## src/rtl/spi_cmd_decoder_if.sv

```systemverilog
// Byte-in / command-out bundle between the SPI byte assembler, the command
// decoder and the command-execution logic.
interface spi_cmd_decoder_if;
  logic        CS;
  logic [7:0]  Buffer;
  logic        Changed;
  logic [5:0]  CmdIndex;
  logic [31:0] Arg;
  logic        CmdValid;
  logic        CrcError;
  logic        FrameError;
  logic        Busy;
  logic [7:0]  CmdCount;

  modport master (
    output CS, Buffer, Changed,
    input  CmdIndex, Arg, CmdValid, CrcError, FrameError, Busy, CmdCount
  );

  modport slave (
    input  CS, Buffer, Changed,
    output CmdIndex, Arg, CmdValid, CrcError, FrameError, Busy, CmdCount
  );
endinterface

```

## src/rtl/spi_cmd_decoder.sv

```systemverilog
// Frames 6-byte SD-style command packets from the SPI byte stream, checks the
// end bit and CRC7, and publishes accepted commands with a one-cycle strobe.
module spi_cmd_decoder #(
  parameter bit         CHECK_CRC = 1'b1,
  parameter logic [7:0] IDLE_BYTE = 8'hFF
) (
  input logic           CLK,
  input logic           RST_N,
  spi_cmd_decoder_if.slave bus
);

  typedef enum logic [1:0] {
    ST_IDLE = 2'd0,
    ST_ARG  = 2'd1,
    ST_CRC  = 2'd2
  } stateT;

  // CRC7 (x^7 + x^3 + 1), one whole byte per call, MSB first.
  function automatic logic [6:0] crc7Update(input logic [6:0] crcIn, input logic [7:0] data);
    logic [6:0] c;
    logic       fb;
    c = crcIn;
    for (int i = 7; i >= 0; i--) begin
      fb = c[6] ^ data[i];
      c  = {c[5:0], 1'b0} ^ (fb ? 7'h09 : 7'h00);
    end
    return c;
  endfunction

  stateT       stateR;
  stateT       stateNxtS;
  logic [5:0]  shadowIdxR;
  logic [31:0] shadowArgR;
  logic [6:0]  crcR;
  logic [1:0]  byteCntR;
  logic [5:0]  cmdIndexR;
  logic [31:0] argR;
  logic        cmdValidR;
  logic        crcErrR;
  logic        frameErrR;
  logic        busyR;
  logic [7:0]  cmdCountR;

  logic        takeS;
  logic        startS;
  logic [6:0]  crcNextS;
  logic        crcOkS;
  logic        cmdValidNxtS;
  logic        crcErrNxtS;
  logic        frameErrNxtS;

  // A deselected chip drops the byte even when Changed coincides with CS high.
  assign takeS    = bus.Changed & ~bus.CS;
  assign startS   = (bus.Buffer[7:6] == 2'b01) && (bus.Buffer != IDLE_BYTE);
  assign crcNextS = crc7Update((stateR == ST_IDLE) ? 7'd0 : crcR, bus.Buffer);
  assign crcOkS   = (bus.Buffer[7:1] == crcR) || (CHECK_CRC == 1'b0);

  // State register.
  always_ff @(posedge CLK or negedge RST_N) begin
    if (!RST_N) begin
      stateR <= ST_IDLE;
    end else begin
      stateR <= stateNxtS;
    end
  end

  // Next-state logic.
  always_comb begin
    stateNxtS = stateR;
    if (bus.CS) begin
      stateNxtS = ST_IDLE;
    end else if (bus.Changed) begin
      case (stateR)
        ST_IDLE: stateNxtS = startS ? ST_ARG : ST_IDLE;
        ST_ARG:  stateNxtS = (byteCntR == 2'd3) ? ST_CRC : ST_ARG;
        ST_CRC:  stateNxtS = ST_IDLE;
        default: stateNxtS = ST_IDLE;
      endcase
    end else begin
      stateNxtS = stateR;
    end
  end

  // Frame verdict on the closing byte; end-bit failure takes priority over CRC.
  always_comb begin
    cmdValidNxtS = 1'b0;
    crcErrNxtS   = 1'b0;
    frameErrNxtS = 1'b0;
    if (takeS && (stateR == ST_CRC)) begin
      if (!bus.Buffer[0]) begin
        frameErrNxtS = 1'b1;
      end else if (!crcOkS) begin
        crcErrNxtS = 1'b1;
      end else begin
        cmdValidNxtS = 1'b1;
      end
    end else begin
      cmdValidNxtS = 1'b0;
      crcErrNxtS   = 1'b0;
      frameErrNxtS = 1'b0;
    end
  end

  // Shadow capture, CRC accumulation and registered outputs.
  always_ff @(posedge CLK or negedge RST_N) begin
    if (!RST_N) begin
      shadowIdxR <= 6'd0;
      shadowArgR <= 32'd0;
      crcR       <= 7'd0;
      byteCntR   <= 2'd0;
      cmdIndexR  <= 6'd0;
      argR       <= 32'd0;
      cmdValidR  <= 1'b0;
      crcErrR    <= 1'b0;
      frameErrR  <= 1'b0;
      busyR      <= 1'b0;
      cmdCountR  <= 8'd0;
    end else begin
      cmdValidR <= cmdValidNxtS;
      crcErrR   <= crcErrNxtS;
      frameErrR <= frameErrNxtS;
      busyR     <= (stateNxtS != ST_IDLE);

      if (bus.CS) begin
        shadowIdxR <= 6'd0;
        shadowArgR <= 32'd0;
        crcR       <= 7'd0;
        byteCntR   <= 2'd0;
      end else if (bus.Changed) begin
        case (stateR)
          ST_IDLE: begin
            if (startS) begin
              shadowIdxR <= bus.Buffer[5:0];
              shadowArgR <= 32'd0;
              crcR       <= crcNextS;
              byteCntR   <= 2'd0;
            end else begin
              crcR     <= 7'd0;
              byteCntR <= 2'd0;
            end
          end
          ST_ARG: begin
            shadowArgR <= {shadowArgR[23:0], bus.Buffer};
            crcR       <= crcNextS;
            byteCntR   <= byteCntR + 2'd1;
          end
          ST_CRC: begin
            crcR     <= 7'd0;
            byteCntR <= 2'd0;
          end
          default: begin
            crcR     <= 7'd0;
            byteCntR <= 2'd0;
          end
        endcase
      end else begin
        byteCntR <= byteCntR;
      end

      if (cmdValidNxtS) begin
        cmdIndexR <= shadowIdxR;
        argR      <= shadowArgR;
        cmdCountR <= cmdCountR + 8'd1;
      end else begin
        cmdCountR <= cmdCountR;
      end
    end
  end

  assign bus.CmdIndex   = cmdIndexR;
  assign bus.Arg        = argR;
  assign bus.CmdValid   = cmdValidR;
  assign bus.CrcError   = crcErrR;
  assign bus.FrameError = frameErrR;
  assign bus.Busy       = busyR;
  assign bus.CmdCount   = cmdCountR;

endmodule

```

## src/flat_wrapper.sv

```systemverilog
// flat-port wrapper written by rule: the top's interface ports become plain ports
module spi_cmd_decoder_flat 
#(
  parameter bit         CHECK_CRC = 1'b1,
  parameter logic [7:0] IDLE_BYTE = 8'hFF
)
  (CLK, RST_N, bus_CS, bus_Buffer, bus_Changed, bus_CmdIndex, bus_Arg, bus_CmdValid, bus_CrcError, bus_FrameError, bus_Busy, bus_CmdCount);
  spi_cmd_decoder_if bus_i ();
  input logic CLK;
  input logic RST_N;
  input wire logic [$bits(bus_i.CS)-1:0] bus_CS;
  input wire logic [$bits(bus_i.Buffer)-1:0] bus_Buffer;
  input wire logic [$bits(bus_i.Changed)-1:0] bus_Changed;
  output wire logic [$bits(bus_i.CmdIndex)-1:0] bus_CmdIndex;
  output wire logic [$bits(bus_i.Arg)-1:0] bus_Arg;
  output wire logic [$bits(bus_i.CmdValid)-1:0] bus_CmdValid;
  output wire logic [$bits(bus_i.CrcError)-1:0] bus_CrcError;
  output wire logic [$bits(bus_i.FrameError)-1:0] bus_FrameError;
  output wire logic [$bits(bus_i.Busy)-1:0] bus_Busy;
  output wire logic [$bits(bus_i.CmdCount)-1:0] bus_CmdCount;
  assign bus_i.CS = bus_CS;
  assign bus_i.Buffer = bus_Buffer;
  assign bus_i.Changed = bus_Changed;
  assign bus_CmdIndex = bus_i.CmdIndex;
  assign bus_Arg = bus_i.Arg;
  assign bus_CmdValid = bus_i.CmdValid;
  assign bus_CrcError = bus_i.CrcError;
  assign bus_FrameError = bus_i.FrameError;
  assign bus_Busy = bus_i.Busy;
  assign bus_CmdCount = bus_i.CmdCount;
  spi_cmd_decoder #(.CHECK_CRC(CHECK_CRC), .IDLE_BYTE(IDLE_BYTE)) u_core (.CLK(CLK), .RST_N(RST_N), .bus(bus_i));
endmodule
```

## config.mk

```make
export PLATFORM = sky130hd
export DESIGN_NAME = spi_cmd_decoder_flat
export DESIGN_NICKNAME = d
export VERILOG_FILES = /design/src/rtl/spi_cmd_decoder_if.sv /design/src/rtl/spi_cmd_decoder.sv /design/src/flat_wrapper.sv
export SDC_FILE = /design/constraint.sdc
export NUM_CORES = 1
export LEC_CHECK = 0
export ABC_AREA = 1
export CAP_MARGIN = 5
export CORE_AREA = 5 5 85 145
export CTS_CLUSTER_DIAMETER = 50
export DETAILED_ROUTE_END_ITERATION = 7
export DIE_AREA = 0 0 90 150
export PLACE_DENSITY = 0.71
export SYNTH_ARGS = -nofsm -noshare
export SYNTH_HDL_FRONTEND = slang
export SYNTH_SLANG_ARGS = --single-unit
export TNS_END_PERCENT = 10
```

## constraint.sdc

```tcl
create_clock -name CLK -period 2.9 [get_ports CLK]
set_input_delay 0.725 -clock CLK [delete_from_list [all_inputs] [get_ports CLK]]
set_output_delay 0.725 -clock CLK [all_outputs]
set_load 0.02 [all_outputs]
```

==> results of run 1 <==
==> layer usage <==
layer  global-route usage  vias up  part of all wire
met4               0.0999        0             0.052
met2                0.264      110              0.51
met1                0.174     1586              0.39
met3               0.0322       37             0.045
li1                     -     1676                 -
met5                    0        -                 0
==> cells in the final DEF, fill, tap and decap left out, types with 3 or more instances in the layout <==
cell type | synthesis | layout
nand2_1 | 117 | 117
clkbuf_16 | 0 | 9
nor2_1 | 11 | 11
o21ai_1 | 31 | 31
buf_12 | 0 | 3
o21ai_0 | 42 | 42
nand3_1 | 51 | 51
clkdlybuf4s50_1 | 0 | 60
inv_1 | 62 | 62
o22ai_1 | 13 | 13
clkbuf_8 | 0 | 3
xor2_1 | 5 | 5
buf_4 | 2 | 4
dfrtp_1 | 99 | 99
inv_2 | 6 | 6
xnor2_1 | 8 | 8
==> area by class of cell <==
cell class                      instances  area share
Clock buffer                           13      0.0506
Clock inverter                          3     0.00820
Inverter                               70      0.0492
Multi-Input combinational cell        295       0.267
Sequential cell                        99       0.464
Tap cell                              132      0.0309
Timing Repair Buffer                   67       0.129
==> through the flow <==
| stage | power (uW) | util | std cells | setup WS [ns] |
|---|---|---|---|---|
| 2_1_floorplan | 1520 | - | 481 | 1.03 |
| 3_3_place_gp | 1600 | 0.455 | 663 | 0.308 |
| 3_5_place_dp | 1600 | 0.455 | 663 | 0.248 |
| 4_1_cts | 2850 | 0.484 | 679 | 0.621 |
| 5_1_grt | 2940 | 0.484 | 679 | 0.420 |
| 6_report | 2820 | 0.484 | 679 | 0.604 |
==> sequential cells by signal, summed over array words and instances (netlist names) <==
name / flops
u_core.crcR: 7
u_core.shadowArgR: 32
u_core.bus.FrameError: 1
u_core.shadowIdxR: 6
u_core.bus.Busy: 1
u_core.byteCntR: 2
u_core.stateR: 2
u_core.bus.CmdCount: 8
u_core.bus.Arg: 32
u_core.bus.CmdValid: 1
u_core.bus.CmdIndex: 6
u_core.bus.CrcError: 1
==> report_power, final <==
group / leakage, uW / switching (uW) / internal [uW]
combinational: 0.000880 / 118 / 54.5
sequential: 0.00138 / 9.72 / 1390
clock: 0.000156 / 499 / 742
total: 0.00242 / 626 / 2190
==> worst paths after layout <==
| path | startpoint | to | cells past startpoint |
|---|---|---|---|
| worst min-delay path | RST_N | u_core.byteCntR[1]$_DFFE_PN0P_ | 1 |
| max in group asynchronous | RST_N | u_core.bus.Arg[28]$_DFFE_PN0P_ | 2 |
| min in group CLK | u_core.bus.CmdIndex[0]$_DFFE_PN0P_ | u_core.bus.CmdIndex[0]$_DFFE_PN0P_ | 2 |
| worst min register to register | u_core.bus.CmdIndex[0]$_DFFE_PN0P_ | u_core.bus.CmdIndex[0]$_DFFE_PN0P_ | 2 |
| worst max register to register | u_core.stateR[0]$_DFF_PN0_ | u_core.shadowArgR[28]$_DFFE_PN0P_ | 10 |
| worst max-delay path | bus_Buffer[7] | u_core.bus.Arg[3]$_DFFE_PN0P_ | 13 |
==> cells by family after synthesis <==
logic type / after synthesis / synth area share
simple gates: 190 / 0.190
flops: 99 / 0.579
compound gates: 90 / 0.111
buf+inv: 87 / 0.0872
xor+xnor: 13 / 0.0266
fa+ha+maj: 2 / 0.00585
==> critical path, delay by kind of cell <==
kind / cells / cell delay [ns]
simple gates: 7 / 0.72
buf+inv: 5 / 0.97
compound gates: 1 / 0.06
==> run metrics, run 1 <==
Fill cells=between 1000 and 1500; TritonRoute pass-1 iters=4; Final nets=~560; Slew HR=0.531; iteration-0 DRC count of the detailed router=between 300 and 400; Arrival @ worst endpoint=approximately 2.5 ns; Synth area leaders=dfrtp_1 58%, nand2_1 10%, nand3_1 6.0%; Seq/Total Area, Yosys=0.579; number of global-route vias before repair=~3500; Residual DRC=0; Gate Count Post-Synth=approximately 480; R2R Setup Slk=0.96 ns; initial antenna violation count=0; H-tree levels=3; largest net degree at the start of global routing=between 70 and 80; Unique masters post-synth=27; total gr overflow=0; critical path class=input pin to flop; Syn Area/Cell=8.89 um^2; cell type with the largest total area after synthesis=dfrtp_1; maximum root-to-sink buffer count=2; Placed Area=~5000 um^2; Vias/cell=5.02; CTS resizes=0; port bufs=61; top cells by count, synth=117 x nand2_1, 99 x dfrtp_1, 62 x inv_1; RePlAce Congestion=0.872; #FFs+latches synth=between 90 and 100; chip height=roughly 150 um; Netlist Area Pre-Place=between 4000 and 5000 um^2; routed len/inst=about 15 um; hold crit path type=input pin to async pin; slowest CP cell=clkdlybuf4s50_1; total CTS buffers=9; CTS Root Cell=clkbuf_16; Initial Util=0.388; Post-synth EDFFs=0; setup TNS=0 ns; fin. max-slew vios=0; Worst Tran Pin Value=about 0.70 ns; post-synth net total=495; layout cells sized above 1=0.0640; Clock transition at path regs=~0.07 ns; crit path cell chain=clkdlybuf4s50_1, inv_2, nand2_1, nand2_1, clkinv_1, nand2_1, nor3_2, nand2_1, nor2_4, inv_2, buf_12, nand2_1, o21ai_1; post-layout min period=~2.3 ns; # diodes=0; Hold Slack=approximately 0.4 ns; Multi-input gate area=1430 um^2; Max-Cap Viols=0; YS warnings=0; CP Max Fanout=between 70 and 80; post-route clock skew=approximately 0.0055 ns; via count=~3400; setup repair bufs after CTS=0; flip-flop and latch area=2480 um^2; pwr/cell area=between 500 and 600 nW/um^2; Clk Latency, worst-skew pair=between 0.3 and 0.4 ns; Setup Viol. Count Final=0; Die Wd=~90 um; status=finished, final reports clean; Top cell by count, worst path=nand2_1; top-area cell type share of the netlist area=0.579; fin area=roughly 5300 um^2; Lkg Pwr=between 0.002 and 0.0025 uW; clock tree sinks=99; CP Data Required Time=about 3.1 ns; most instantiated library cell after synthesis=nand2_1; unrepaired setup endpoints after global routing=no; Detailed Route WL=between 9000 and 10000 um; worst vdd ir=0.000377 V; CP Launch Type=input pin; predominant post-synthesis flop cell=dfrtp_1; Area Overhead vs Synth=24.8%; hold_buf cts=0; CP endpoint kind=flop; max incr delay on CP=about 0.58 ns; I/O Pins=between 60 and 70; TritonCTS clock tree=yes; GR Util All Layers=0.155; first-pass GRT wire length=between 15000 and 20000 um; final hold vios=0; detailed placement HPWL=between 7000 and 8000 um; asr flop ratio synth=1.00; fmax=between 400 and 500 MHz; Final Cycle Share=0.792; core area=around 11000 um^2; DIE AREA=13500 um^2; Final ANT Viol Nets=0; row count=between 50 and 60
(Power assumes the default switching activity.)
==> run 2, diff against run 1 <==
Settings changed: PLACE_DENSITY 0.71 to 0.73.
Clock period 2.9 ns to 2.1 ns, I/O delays scaled along.
==> run metrics, run 2 (synthesized netlist as in run 1, its figures left out) <==
iteration-0 DRC count of the detailed router=227 (-32%); CTS Root Cell=clkbuf_16; routed len/inst=14.9 um (+2.3%); GR Util All Layers=0.159 (+0.00455); max incr delay on CP=0.65 ns (+0.07 ns); Residual DRC=0 (unchanged); Arrival @ worst endpoint=1.46 ns (-1.06 ns); status=finished, final reports clean; hold_buf cts=0 (unchanged); hold crit path type=input pin to async pin; setup repair bufs after CTS=0 (unchanged); Initial Util=0.388 (unchanged); Die Wd=90 um (unchanged); commonest non-fill, non-tap cells in the layout=116 x nand2_1, 99 x dfrtp_1, 62 x inv_1, 59 x clkdlybuf4s50_1, 51 x nand3_1; crit path cell chain=clkdlybuf4s50_1; fin. max-slew vios=0 (unchanged); crit-path leading delay family=buffers and inverters; unrepaired setup endpoints after global routing=no; chip height=150 um (unchanged); initial antenna violation count=0 (unchanged); CP Max Fanout=7 (-91%); worst vdd ir=0.000485 V (+29%); largest net degree at the start of global routing=100 (+28%); clock tree sinks=99 (unchanged); fin area=5530 um^2 (+3.6%); Hold Slack=0.234 ns (-0.171 ns); WP buf/inv=1 (-4); Vias/cell=5.07 (+1.1%); maximum root-to-sink buffer count=2 (unchanged); commonest non-fill, non-tap cell in the layout=nand2_1; FF-to-FF End=u_core.bus.Arg[27]$_DFFE_PN0P_; Reg-to-Reg Start=u_core.crcR[6]$_DFFE_PN0P_; core area=11000 um^2 (unchanged); critical path class=flop to output port; Clk Latency, worst-skew pair=0.34 ns (about the same); Clock transition at path regs=0.07 ns (about the same); row count=51 (unchanged); Final Cycle Share=0.944; setup TNS=0 ns (unchanged); Slew HR=0.652 (+0.121); CP Data Required Time=1.57 ns (-1.55 ns); DIE AREA=13500 um^2 (unchanged); post-layout min period=1.98 ns; final hold vios=0 (unchanged); total CTS buffers=9 (unchanged); Lkg Pwr=0.00254 uW (+5.0%); Multi-input gate area=1430 um^2 (+0.18%); number of global-route vias before repair=3610 (+4.6%); Worst Tran Pin Value=0.523 ns (-0.177 ns); flip-flop and latch area=2480 um^2 (unchanged); pwr/cell area=673 nW/um^2 (+28%); port bufs=61 (unchanged); Finished Core Util=0.501 (+0.0173); Final ANT Viol Nets=0 (unchanged); CTS resizes=0 (unchanged); first-pass GRT wire length=17200 um (+3.0%); Detailed Route WL=10500 um (+6.2%); layout cells sized above 1=0.108 (+0.0442); total gr overflow=0 (unchanged); RePlAce Congestion=0.915 (+4.9%); I/O Pins=62 (unchanged); post-route clock skew=0.00652 ns (+0.00101 ns); CP Launch Type=flop; Area Overhead vs Synth=29.2%; slowest CP cell=clkdlybuf4s50_1; Fill cells=1018 (-0.97%); CP endpoint kind=output port; via count=3577 (+4.9%); Final nets=582 (+4.7%); Setup Viol. Count Final=0 (unchanged); Max-Cap Viols=0 (unchanged); Placed Area=5220 um^2 (+4.0%); # diodes=0 (unchanged); TritonCTS clock tree=yes; R2R depth=12 (+2); fmax=a little over 500 MHz; detailed placement HPWL=7550 um (+6.5%); H-tree levels=3 (unchanged); R2R Setup Slk=0.39 ns (-0.57 ns); TritonRoute pass-1 iters=4 (unchanged)
-- run 2: worst max path at each step --
| stage | from | endpoint | slack, ns | cells past startpoint |
|---|---|---|---|---|
| after floorplan | bus_Changed | u_core.bus.Arg[10]$_DFFE_PN0P_ | 0.43 | 11 |
| after global placement | bus_Buffer[7] | u_core.bus.CmdIndex[5]$_DFFE_PN0P_ | -0.18 | 13 |
| after detailed placement | bus_Buffer[7] | u_core.bus.Arg[31]$_DFFE_PN0P_ | -0.25 | 13 |
| after CTS | u_core.bus.CmdCount[2]$_DFFE_PN0P_ | bus_CmdCount[2] | 0.09 | 1 |
| after global routing | bus_Buffer[6] | u_core.shadowArgR[25]$_DFFE_PN0P_ | 0.04 | 10 |
| final | u_core.bus.CmdCount[2]$_DFFE_PN0P_ | bus_CmdCount[2] | 0.12 | 1 |
-- run 2: layer usage --
| layer | wire [um] | global-route usage | vias to the layer above | part of all wire |
|---|---|---|---|---|
| li1 | - | - | 1727 | - |
| met3 | 428 | 0.0342 | 30 | 0.041 |
| met2 | 5620 | 0.286 | 110 | 0.54 |
| met1 | 3920 | 0.168 | 1710 | 0.37 |
| met5 | 0 | 0 | - | 0 |
| met4 | 504 | 0.0976 | 0 | 0.048 |
-- run 2: layout make-up --
type                       instances  area share
timing repair buffer              93       0.167
sequential                        99       0.448
clock inverter                     6     0.00769
multi-input combinational        295       0.259
clock buffer                      10      0.0414
inverter                          70      0.0475
tap                              132      0.0299
-- run 2: through the flow --
step	setup WS [ns]	total power (uW)	instances
floorplan	0.430	2100	481
global placement	-0.179	2240	688
detailed placement	-0.250	2250	688
CTS	0.0901	3760	704
global route	0.0374	3870	705
finish	0.117	3720	705
-- run 2: power breakdown --
part | total, uW | switching, uW | leakage, uW | internal, uW
Sequential | 1940 | 13.2 | 0.00138 | 1930
Clock | 1510 | 709 | 0.000128 | 803
Combinational | 272 | 173 | 0.00103 | 99.3
